### src/rtl/memory_scheduler_pkg.sv
// Shared state/requester encodings and winner selection for memory_scheduler.
package memory_scheduler_pkg;

    typedef enum logic [1:0] {
        IDLE  = 2'd0,
        ISSUE = 2'd1,
        WAIT  = 2'd2,
        RESP  = 2'd3
    } sched_state_t;

    typedef enum logic {
        REQ_ICACHE = 1'b0,
        REQ_DCACHE = 1'b1
    } requester_t;

    // dcache wins unless the icache has been starved up to the limit.
    function automatic requester_t pick_winner(input logic ic_valid,
                                               input logic dc_valid,
                                               input logic at_limit);
        requester_t win;
        if (dc_valid && !(ic_valid && at_limit)) begin
            win = REQ_DCACHE;
        end else begin
            win = REQ_ICACHE;
        end
        return win;
    endfunction

endpackage

### src/rtl/memory_scheduler_starve_counter.sv
// Saturating count of dcache grants taken while an icache request waits.
module starve_counter #(
    parameter int STARVE_LIMIT = 4
) (
    input  logic clk_i,
    input  logic reset_i,
    input  logic grant_dc,
    input  logic grant_ic,
    input  logic ic_pending,
    output logic at_limit
);
    localparam int CW = $clog2(STARVE_LIMIT + 1);
    localparam logic [CW-1:0] LIMIT = CW'(STARVE_LIMIT);

    logic [CW-1:0] cnt_q;
    logic [CW-1:0] cnt_d;

    // Next count: clear on icache grant, saturating increment on a starving dcache grant.
    always_comb begin
        cnt_d = cnt_q;
        if (grant_ic) begin
            cnt_d = '0;
        end else if (grant_dc && ic_pending && (cnt_q != LIMIT)) begin
            cnt_d = cnt_q + CW'(1);
        end else begin
            cnt_d = cnt_q;
        end
    end

    // Counter register.
    always_ff @(posedge clk_i) begin
        if (reset_i) begin
            cnt_q <= '0;
        end else begin
            cnt_q <= cnt_d;
        end
    end

    assign at_limit = (cnt_q == LIMIT);

endmodule

### src/rtl/memory_scheduler.sv
// Serialises icache/dcache line requests onto one memory port, one in flight.
// Optional statistics counters are built when MEMORY_SCHEDULER_STATS_EN is defined.
module memory_scheduler
    import memory_scheduler_pkg::*;
#(
    parameter int ADDR_SIZE    = 32,
    parameter int LINE_SIZE    = 256,
    parameter int STARVE_LIMIT = 4
`ifdef MEMORY_SCHEDULER_STATS_EN
    ,
    parameter int STAT_WIDTH   = 32
`endif
) (
    input  logic                 clk_i,
    input  logic                 reset_i,
    input  logic                 ic_req_valid_i,
    input  logic [ADDR_SIZE-1:0] ic_req_addr_i,
    input  logic                 ic_req_write_i,
    input  logic [LINE_SIZE-1:0] ic_req_wdata_i,
    output logic                 ic_resp_valid_o,
    output logic [LINE_SIZE-1:0] ic_resp_rdata_o,
    input  logic                 dc_req_valid_i,
    input  logic [ADDR_SIZE-1:0] dc_req_addr_i,
    input  logic                 dc_req_write_i,
    input  logic [LINE_SIZE-1:0] dc_req_wdata_i,
    output logic                 dc_resp_valid_o,
    output logic [LINE_SIZE-1:0] dc_resp_rdata_o,
    output logic                 mem_valid_o,
    input  logic                 mem_ready_i,
    output logic [ADDR_SIZE-1:0] mem_addr_o,
    output logic                 mem_write_o,
    output logic [LINE_SIZE-1:0] mem_wdata_o,
    input  logic                 mem_done_i,
    input  logic [LINE_SIZE-1:0] mem_rdata_i,
    output logic                 busy_o
`ifdef MEMORY_SCHEDULER_STATS_EN
    ,
    output logic [STAT_WIDTH-1:0] stat_ic_grants_o,
    output logic [STAT_WIDTH-1:0] stat_dc_grants_o,
    output logic [STAT_WIDTH-1:0] stat_forced_o,
    output logic [STAT_WIDTH-1:0] stat_wait_cycles_o
`endif
);
    sched_state_t         state_q, state_d;
    requester_t           id_q, id_d;
    logic [ADDR_SIZE-1:0] addr_q, addr_d;
    logic                 write_q, write_d;
    logic [LINE_SIZE-1:0] wdata_q, wdata_d;
    logic [LINE_SIZE-1:0] ic_rdata_q, ic_rdata_d;
    logic [LINE_SIZE-1:0] dc_rdata_q, dc_rdata_d;
    logic                 mem_valid_q, mem_valid_d;
    logic                 ic_resp_q, ic_resp_d;
    logic                 dc_resp_q, dc_resp_d;
    logic                 busy_q, busy_d;
    logic                 grant_ic_s, grant_dc_s, forced_s, at_limit_s;

    starve_counter #(.STARVE_LIMIT(STARVE_LIMIT)) u_starve (
        .clk_i      (clk_i),
        .reset_i    (reset_i),
        .grant_dc   (grant_dc_s),
        .grant_ic   (grant_ic_s),
        .ic_pending (ic_req_valid_i),
        .at_limit   (at_limit_s)
    );

    // FSM next state, request latch and response demux.
    always_comb begin
        state_d    = state_q;
        id_d       = id_q;
        addr_d     = addr_q;
        write_d    = write_q;
        wdata_d    = wdata_q;
        ic_rdata_d = ic_rdata_q;
        dc_rdata_d = dc_rdata_q;
        grant_ic_s = 1'b0;
        grant_dc_s = 1'b0;
        forced_s   = 1'b0;
        case (state_q)
            IDLE: begin
                if (ic_req_valid_i || dc_req_valid_i) begin
                    id_d = pick_winner(ic_req_valid_i, dc_req_valid_i, at_limit_s);
                    if (id_d == REQ_DCACHE) begin
                        grant_dc_s = 1'b1;
                        addr_d     = dc_req_addr_i;
                        write_d    = dc_req_write_i;
                        wdata_d    = dc_req_wdata_i;
                    end else begin
                        grant_ic_s = 1'b1;
                        // An icache win over a valid dcache request is only possible at the limit.
                        forced_s   = dc_req_valid_i;
                        addr_d     = ic_req_addr_i;
                        write_d    = ic_req_write_i;
                        wdata_d    = ic_req_wdata_i;
                    end
                    state_d = ISSUE;
                end else begin
                    state_d = IDLE;
                end
            end
            ISSUE: begin
                if (mem_ready_i) begin
                    state_d = WAIT;
                end else begin
                    state_d = ISSUE;
                end
            end
            WAIT: begin
                if (mem_done_i) begin
                    if (id_q == REQ_DCACHE) begin
                        dc_rdata_d = mem_rdata_i;
                    end else begin
                        ic_rdata_d = mem_rdata_i;
                    end
                    state_d = RESP;
                end else begin
                    state_d = WAIT;
                end
            end
            RESP: begin
                state_d = IDLE;
            end
            default: begin
                state_d = IDLE;
            end
        endcase
        mem_valid_d = (state_d == ISSUE);
        busy_d      = (state_d != IDLE);
        ic_resp_d   = (state_d == RESP) && (id_d == REQ_ICACHE);
        dc_resp_d   = (state_d == RESP) && (id_d == REQ_DCACHE);
    end

    // Scheduler state and registered outputs.
    always_ff @(posedge clk_i) begin
        if (reset_i) begin
            state_q     <= IDLE;
            id_q        <= REQ_ICACHE;
            addr_q      <= '0;
            write_q     <= 1'b0;
            wdata_q     <= '0;
            ic_rdata_q  <= '0;
            dc_rdata_q  <= '0;
            mem_valid_q <= 1'b0;
            ic_resp_q   <= 1'b0;
            dc_resp_q   <= 1'b0;
            busy_q      <= 1'b0;
        end else begin
            state_q     <= state_d;
            id_q        <= id_d;
            addr_q      <= addr_d;
            write_q     <= write_d;
            wdata_q     <= wdata_d;
            ic_rdata_q  <= ic_rdata_d;
            dc_rdata_q  <= dc_rdata_d;
            mem_valid_q <= mem_valid_d;
            ic_resp_q   <= ic_resp_d;
            dc_resp_q   <= dc_resp_d;
            busy_q      <= busy_d;
        end
    end

    assign mem_valid_o     = mem_valid_q;
    assign mem_addr_o      = addr_q;
    assign mem_write_o     = write_q;
    assign mem_wdata_o     = wdata_q;
    assign ic_resp_valid_o = ic_resp_q;
    assign dc_resp_valid_o = dc_resp_q;
    assign ic_resp_rdata_o = ic_rdata_q;
    assign dc_resp_rdata_o = dc_rdata_q;
    assign busy_o          = busy_q;

`ifdef MEMORY_SCHEDULER_STATS_EN
    logic [STAT_WIDTH-1:0] ic_grants_q, ic_grants_d;
    logic [STAT_WIDTH-1:0] dc_grants_q, dc_grants_d;
    logic [STAT_WIDTH-1:0] forced_q, forced_d;
    logic [STAT_WIDTH-1:0] wait_cycles_q, wait_cycles_d;

    // Wrapping statistics counters.
    always_comb begin
        ic_grants_d   = ic_grants_q + (grant_ic_s ? STAT_WIDTH'(1) : STAT_WIDTH'(0));
        dc_grants_d   = dc_grants_q + (grant_dc_s ? STAT_WIDTH'(1) : STAT_WIDTH'(0));
        forced_d      = forced_q + ((grant_ic_s && forced_s) ? STAT_WIDTH'(1) : STAT_WIDTH'(0));
        wait_cycles_d = wait_cycles_q +
                        (((state_q == ISSUE) || (state_q == WAIT)) ? STAT_WIDTH'(1) : STAT_WIDTH'(0));
    end

    // Statistics registers.
    always_ff @(posedge clk_i) begin
        if (reset_i) begin
            ic_grants_q   <= '0;
            dc_grants_q   <= '0;
            forced_q      <= '0;
            wait_cycles_q <= '0;
        end else begin
            ic_grants_q   <= ic_grants_d;
            dc_grants_q   <= dc_grants_d;
            forced_q      <= forced_d;
            wait_cycles_q <= wait_cycles_d;
        end
    end

    assign stat_ic_grants_o   = ic_grants_q;
    assign stat_dc_grants_o   = dc_grants_q;
    assign stat_forced_o      = forced_q;
    assign stat_wait_cycles_o = wait_cycles_q;
`endif

endmodule

### config.mk
export PLATFORM = sky130hd
export DESIGN_NAME = memory_scheduler
export DESIGN_NICKNAME = d
export VERILOG_FILES = /design/src/rtl/memory_scheduler_pkg.sv /design/src/rtl/memory_scheduler_starve_counter.sv /design/src/rtl/memory_scheduler.sv
export SDC_FILE = /design/constraint.sdc
export NUM_CORES = 2
export LEC_CHECK = 0
export BUFFER_PORTS_ARGS = -buffer_cell sky130_fd_sc_hd__buf_2
export CORE_AREA = 2 2 633 635
export CTS_BUF_LIST = sky130_fd_sc_hd__clkbuf_4 sky130_fd_sc_hd__clkbuf_8 sky130_fd_sc_hd__clkbuf_16
export DETAILED_ROUTE_END_ITERATION = 7
export DIE_AREA = 0 0 635 637
export PLACE_DENSITY = 0.3
export SYNTH_ARGS = -nofsm -noshare
export SYNTH_HDL_FRONTEND = slang
export SYNTH_HIERARCHICAL = 1
export SYNTH_SLANG_ARGS = --single-unit
### constraint.sdc
create_clock -name clk_i -period 2.8 [get_ports clk_i]
set_clock_uncertainty 0.15 [all_clocks]
set_input_delay 0.28 -clock clk_i [delete_from_list [all_inputs] [get_ports clk_i]]
set_output_delay 0.28 -clock clk_i [all_outputs]
set_load 0.01 [all_outputs]
==> run metrics <==
post-route insts no fill 11738; share of Yosys cell area claimed by the top area cell type 50.5%; top area cells in the synthesized netlist sky130_fd_sc_hd__dfxtp_1 51%, sky130_fd_sc_hd__nand2_1 19%, sky130_fd_sc_hd__a21oi_1 12%; global-route wire length before repair 393 mm; total wire length after detailed routing 310 mm; TritonCTS clock tree yes; count of flip-flops with a built-in enable after synthesis 0; worst hold path depth 4; filler instances 45770; cells traversed along the worst timing path inv_1, ha_1, and2_4, a21boi_4, buf_12, buf_12, buf_16, clkbuf_16, nand2_1, a311oi_2, dlygate4sd3_1; final RePlAce weighted congestion 0.922; number of synthesis warnings 6; critical path required time 3.47 ns; full die area 404000 sq um; area overhead of the layout relative to synthesis 87.0%; end of the worst hold path ic_resp_rdata_o[70]; ratio of cells with drive above 1 in the final layout 34.6%; height of the die 637 um; H-tree depth 3; effective utilization at floorplan 8.07%; cell count after placement 10612; Lkg Pwr 0.0245 uW; number of distinct library cells after synthesis 39; Total Routing Usage GR 14.4%; proportion of synthesized chip area in sequential cells 50.5%; post-route core utilization 15.1%; headroom to the max-slew limit 43.1%; Max Buffers Root-to-Sink 4; DRC violations left 0; count of cells along the worst register-to-register path 11; antenna violations before repair 109; Skew-Pair Late Insertion Delay 0.81 ns; data arrival time of the critical path 3.43 ns; layout net count 7209; Via-to-Cell Ratio 3.36; minimum setup slack in the final design 0.0419 ns; number of maximum-capacitance violations 0; crit path capture type flip-flop; worst path buffer plus inverter count 6; DP Area 46900 sq um; Antenna Nets Post-Route 0; area taken by multi-input logic gates 14200 sq um; Synth Instances 3917; Starting DRT DRC Count 2337; tightest hold margin 0.109 ns; Slew @ Worst Pin 0.854 ns; Final Critical Period 2.76 ns; cell with the largest stage delay on the worst path sky130_fd_sc_hd__dlygate4sd3_1; type of the setup path with the least slack flip-flop to flip-flop; Post-DP HPWL 254 mm; worst min-delay path class input port to flip-flop; total area of sequential cells 16200 sq um; cell area after synthesis 32100 sq um; count of input and output buffers 1644; fraction of registers with async set/reset 0%; FF-to-FF End mem_wdata_o[73]; critical register-to-register path startpoint u_starve/cnt_q[1]; x dimension of the die 635 um; TritonCTS Buffers 111; largest fanout on the critical path 10; Final Cycle Share 98.5%; total I/O pin count 1645; run status complete, no violations; CTS root buffer sky130_fd_sc_hd__clkbuf_16; post-route cell area 60100 sq um; post-synth net total 4759; WL/cell 26.4 um; VDD IR-drop max 0.000476 V; Setup violations, final 0; mean cell area of the mapped netlist 8.20 sq um; cell repeated most along the worst path sky130_fd_sc_hd__buf_12; clock tree sinks 811; total global routing overflow 0; most common cell in the synthesized netlist sky130_fd_sc_hd__nand2_1; library cell occupying the most area in the post-synthesis netlist sky130_fd_sc_hd__dfxtp_1; dpl ws 0.262 ns; post-CTS clock slew at the launch and capture registers of the worst setup and hold paths 0.06 ns; Worst setup SP type flip-flop; area of the core 398000 sq um; pins over their slew limit 0; row count 232; maximum single-stage delay on the critical path 0.57 ns; Most used DFF post-synth sky130_fd_sc_hd__dfxtp_1; final hold violation count 0; startpoint of the tightest hold check path mem_rdata_i[70]; Peak Freq 363 MHz; total number of vias 39491; maximum number of pins on one net before global-route repair 94; drt first pass iters 7; Synth Register Bits 811; RSZ-0062 raised after global routing yes; synth cell count leaders 1606 x sky130_fd_sc_hd__nand2_1, 811 x sky130_fd_sc_hd__dfxtp_1, 802 x sky130_fd_sc_hd__a21oi_1, 221 x sky130_fd_sc_hd__clkbuf_1, 200 x sky130_fd_sc_hd__a311oi_2; areal power density over the cells 594 nW/um^2; via count of the first global-routing pass 40334; critical path's top delay family buffers and inverters; r2r setup slk 0.04 ns
## layer usage
layer	vias up	GRT usage, %	share of wire [%]
met1	19265	14.8	36
met4	38	5.38	4.4
met3	413	5.28	8.5
met2	1538	26.5	52
li1	18237	-	-
met5	-	0	0.076
## registers in the layout (all words and copies together), names as in the netlist
register / count
mem_wdata_o: 256
busy_o: 1
dc_resp_valid_o: 1
u_starve/cnt_q: 3
mem_valid_o: 1
mem_addr_o: 32
state_q: 2
ic_resp_valid_o: 1
ic_resp_rdata_o: 256
mem_write_o: 1
id_q: 1
dc_resp_rdata_o: 256
## placed cells by master (no fill, tap or decap), types with 2 or more instances in the layout
cell,instances
sky130_fd_sc_hd__diode_2,23
sky130_fd_sc_hd__a21oi_1,802
sky130_fd_sc_hd__dfxtp_1,810
sky130_fd_sc_hd__o31ai_1,2
sky130_fd_sc_hd__buf_4,105
sky130_fd_sc_hd__clkinv_2,12
sky130_fd_sc_hd__bufinv_16,6
sky130_fd_sc_hd__inv_1,3
sky130_fd_sc_hd__and2_4,2
sky130_fd_sc_hd__nor2b_1,2
sky130_fd_sc_hd__buf_8,6
sky130_fd_sc_hd__dlygate4sd3_1,888
sky130_fd_sc_hd__buf_12,47
sky130_fd_sc_hd__nand2_1,1605
sky130_fd_sc_hd__clkbuf_16,117
sky130_fd_sc_hd__clkbuf_4,29
sky130_fd_sc_hd__inv_6,3
sky130_fd_sc_hd__clkinvlp_4,2
sky130_fd_sc_hd__buf_16,4
sky130_fd_sc_hd__buf_2,1643
sky130_fd_sc_hd__clkbuf_8,29
sky130_fd_sc_hd__ha_1,2
sky130_fd_sc_hd__clkinv_4,2
sky130_fd_sc_hd__nor3_1,3
sky130_fd_sc_hd__a311oi_1,84
sky130_fd_sc_hd__nor2_1,5
sky130_fd_sc_hd__a311oi_2,205
sky130_fd_sc_hd__buf_6,6
## stage by stage
step                TNS, ns  total power [uW]
CTS                       0             36400
global placement          0             19800
global route          -1.23             37300
finish                    0             35700
floorplan                 0             15500
detailed placement        0             19800
## tightest hold or removal path: stages
cell and delay, ns:
sky130_fd_sc_hd__dlygate4sd3_1 0.53, sky130_fd_sc_hd__buf_2 0.13, sky130_fd_sc_hd__nand2_1 0.05, sky130_fd_sc_hd__a21oi_1 0.05
## timing repair
action,in CTS,in global routing
buffers inserted,0,10
endpoints found under the setup margin,0,115
resized for setup,0,37
endpoints found under the hold margin,810,1
hold buffers,888,1
## layout make-up
type | instances | share of cell area, %
Multi-Input combinational cell | 2735 | 23.6
Clock inverter | 27 | 0.550
Clock buffer | 169 | 5.65
Sequential cell | 811 | 27.0
Tap cell | 5265 | 11.0
Antenna cell | 23 | 0.0958
Timing Repair Buffer | 2705 | 32.1
Inverter | 3 | 0.0187
## worst max-delay path by stage
stage	start	end	slack (ns)	depth (start not counted)
2_1_floorplan	u_starve/cnt_q[0]	u_starve/cnt_q[0]	0.59	10
3_3_place_gp	u_starve/cnt_q[0]	u_starve/cnt_q[0]	0.37	8
3_5_place_dp	u_starve/cnt_q[0]	u_starve/cnt_q[0]	0.26	8
4_1_cts	u_starve/cnt_q[0]	mem_wdata_o[192]	0.02	9
5_1_grt	u_starve/cnt_q[0]	mem_wdata_o[37]	-0.06	11
6_report	u_starve/cnt_q[1]	mem_wdata_o[73]	0.04	11
## kinds of logic after synthesis
logic type | after synthesis | synth area share [%]
AND/OR/NAND/NOR | 1630 | 19.3
AO/OA/AOI/OAI | 1102 | 24.5
flip-flops | 811 | 50.5
buffers and inverters | 371 | 5.56
adder cells (fa/ha/maj) | 2 | 0.0779
multiplexers | 1 | 0.0312
## where the power goes
| part | total [uW] | switching (uW) | leakage [uW] | internal [uW] |
|---|---|---|---|---|
| Combinational | 7920 | 4820 | 0.0160 | 3100 |
| Clock | 14900 | 6020 | 0.00188 | 8860 |
| Sequential | 12900 | 626 | 0.00661 | 12200 |
(Power assumes the default switching activity.)
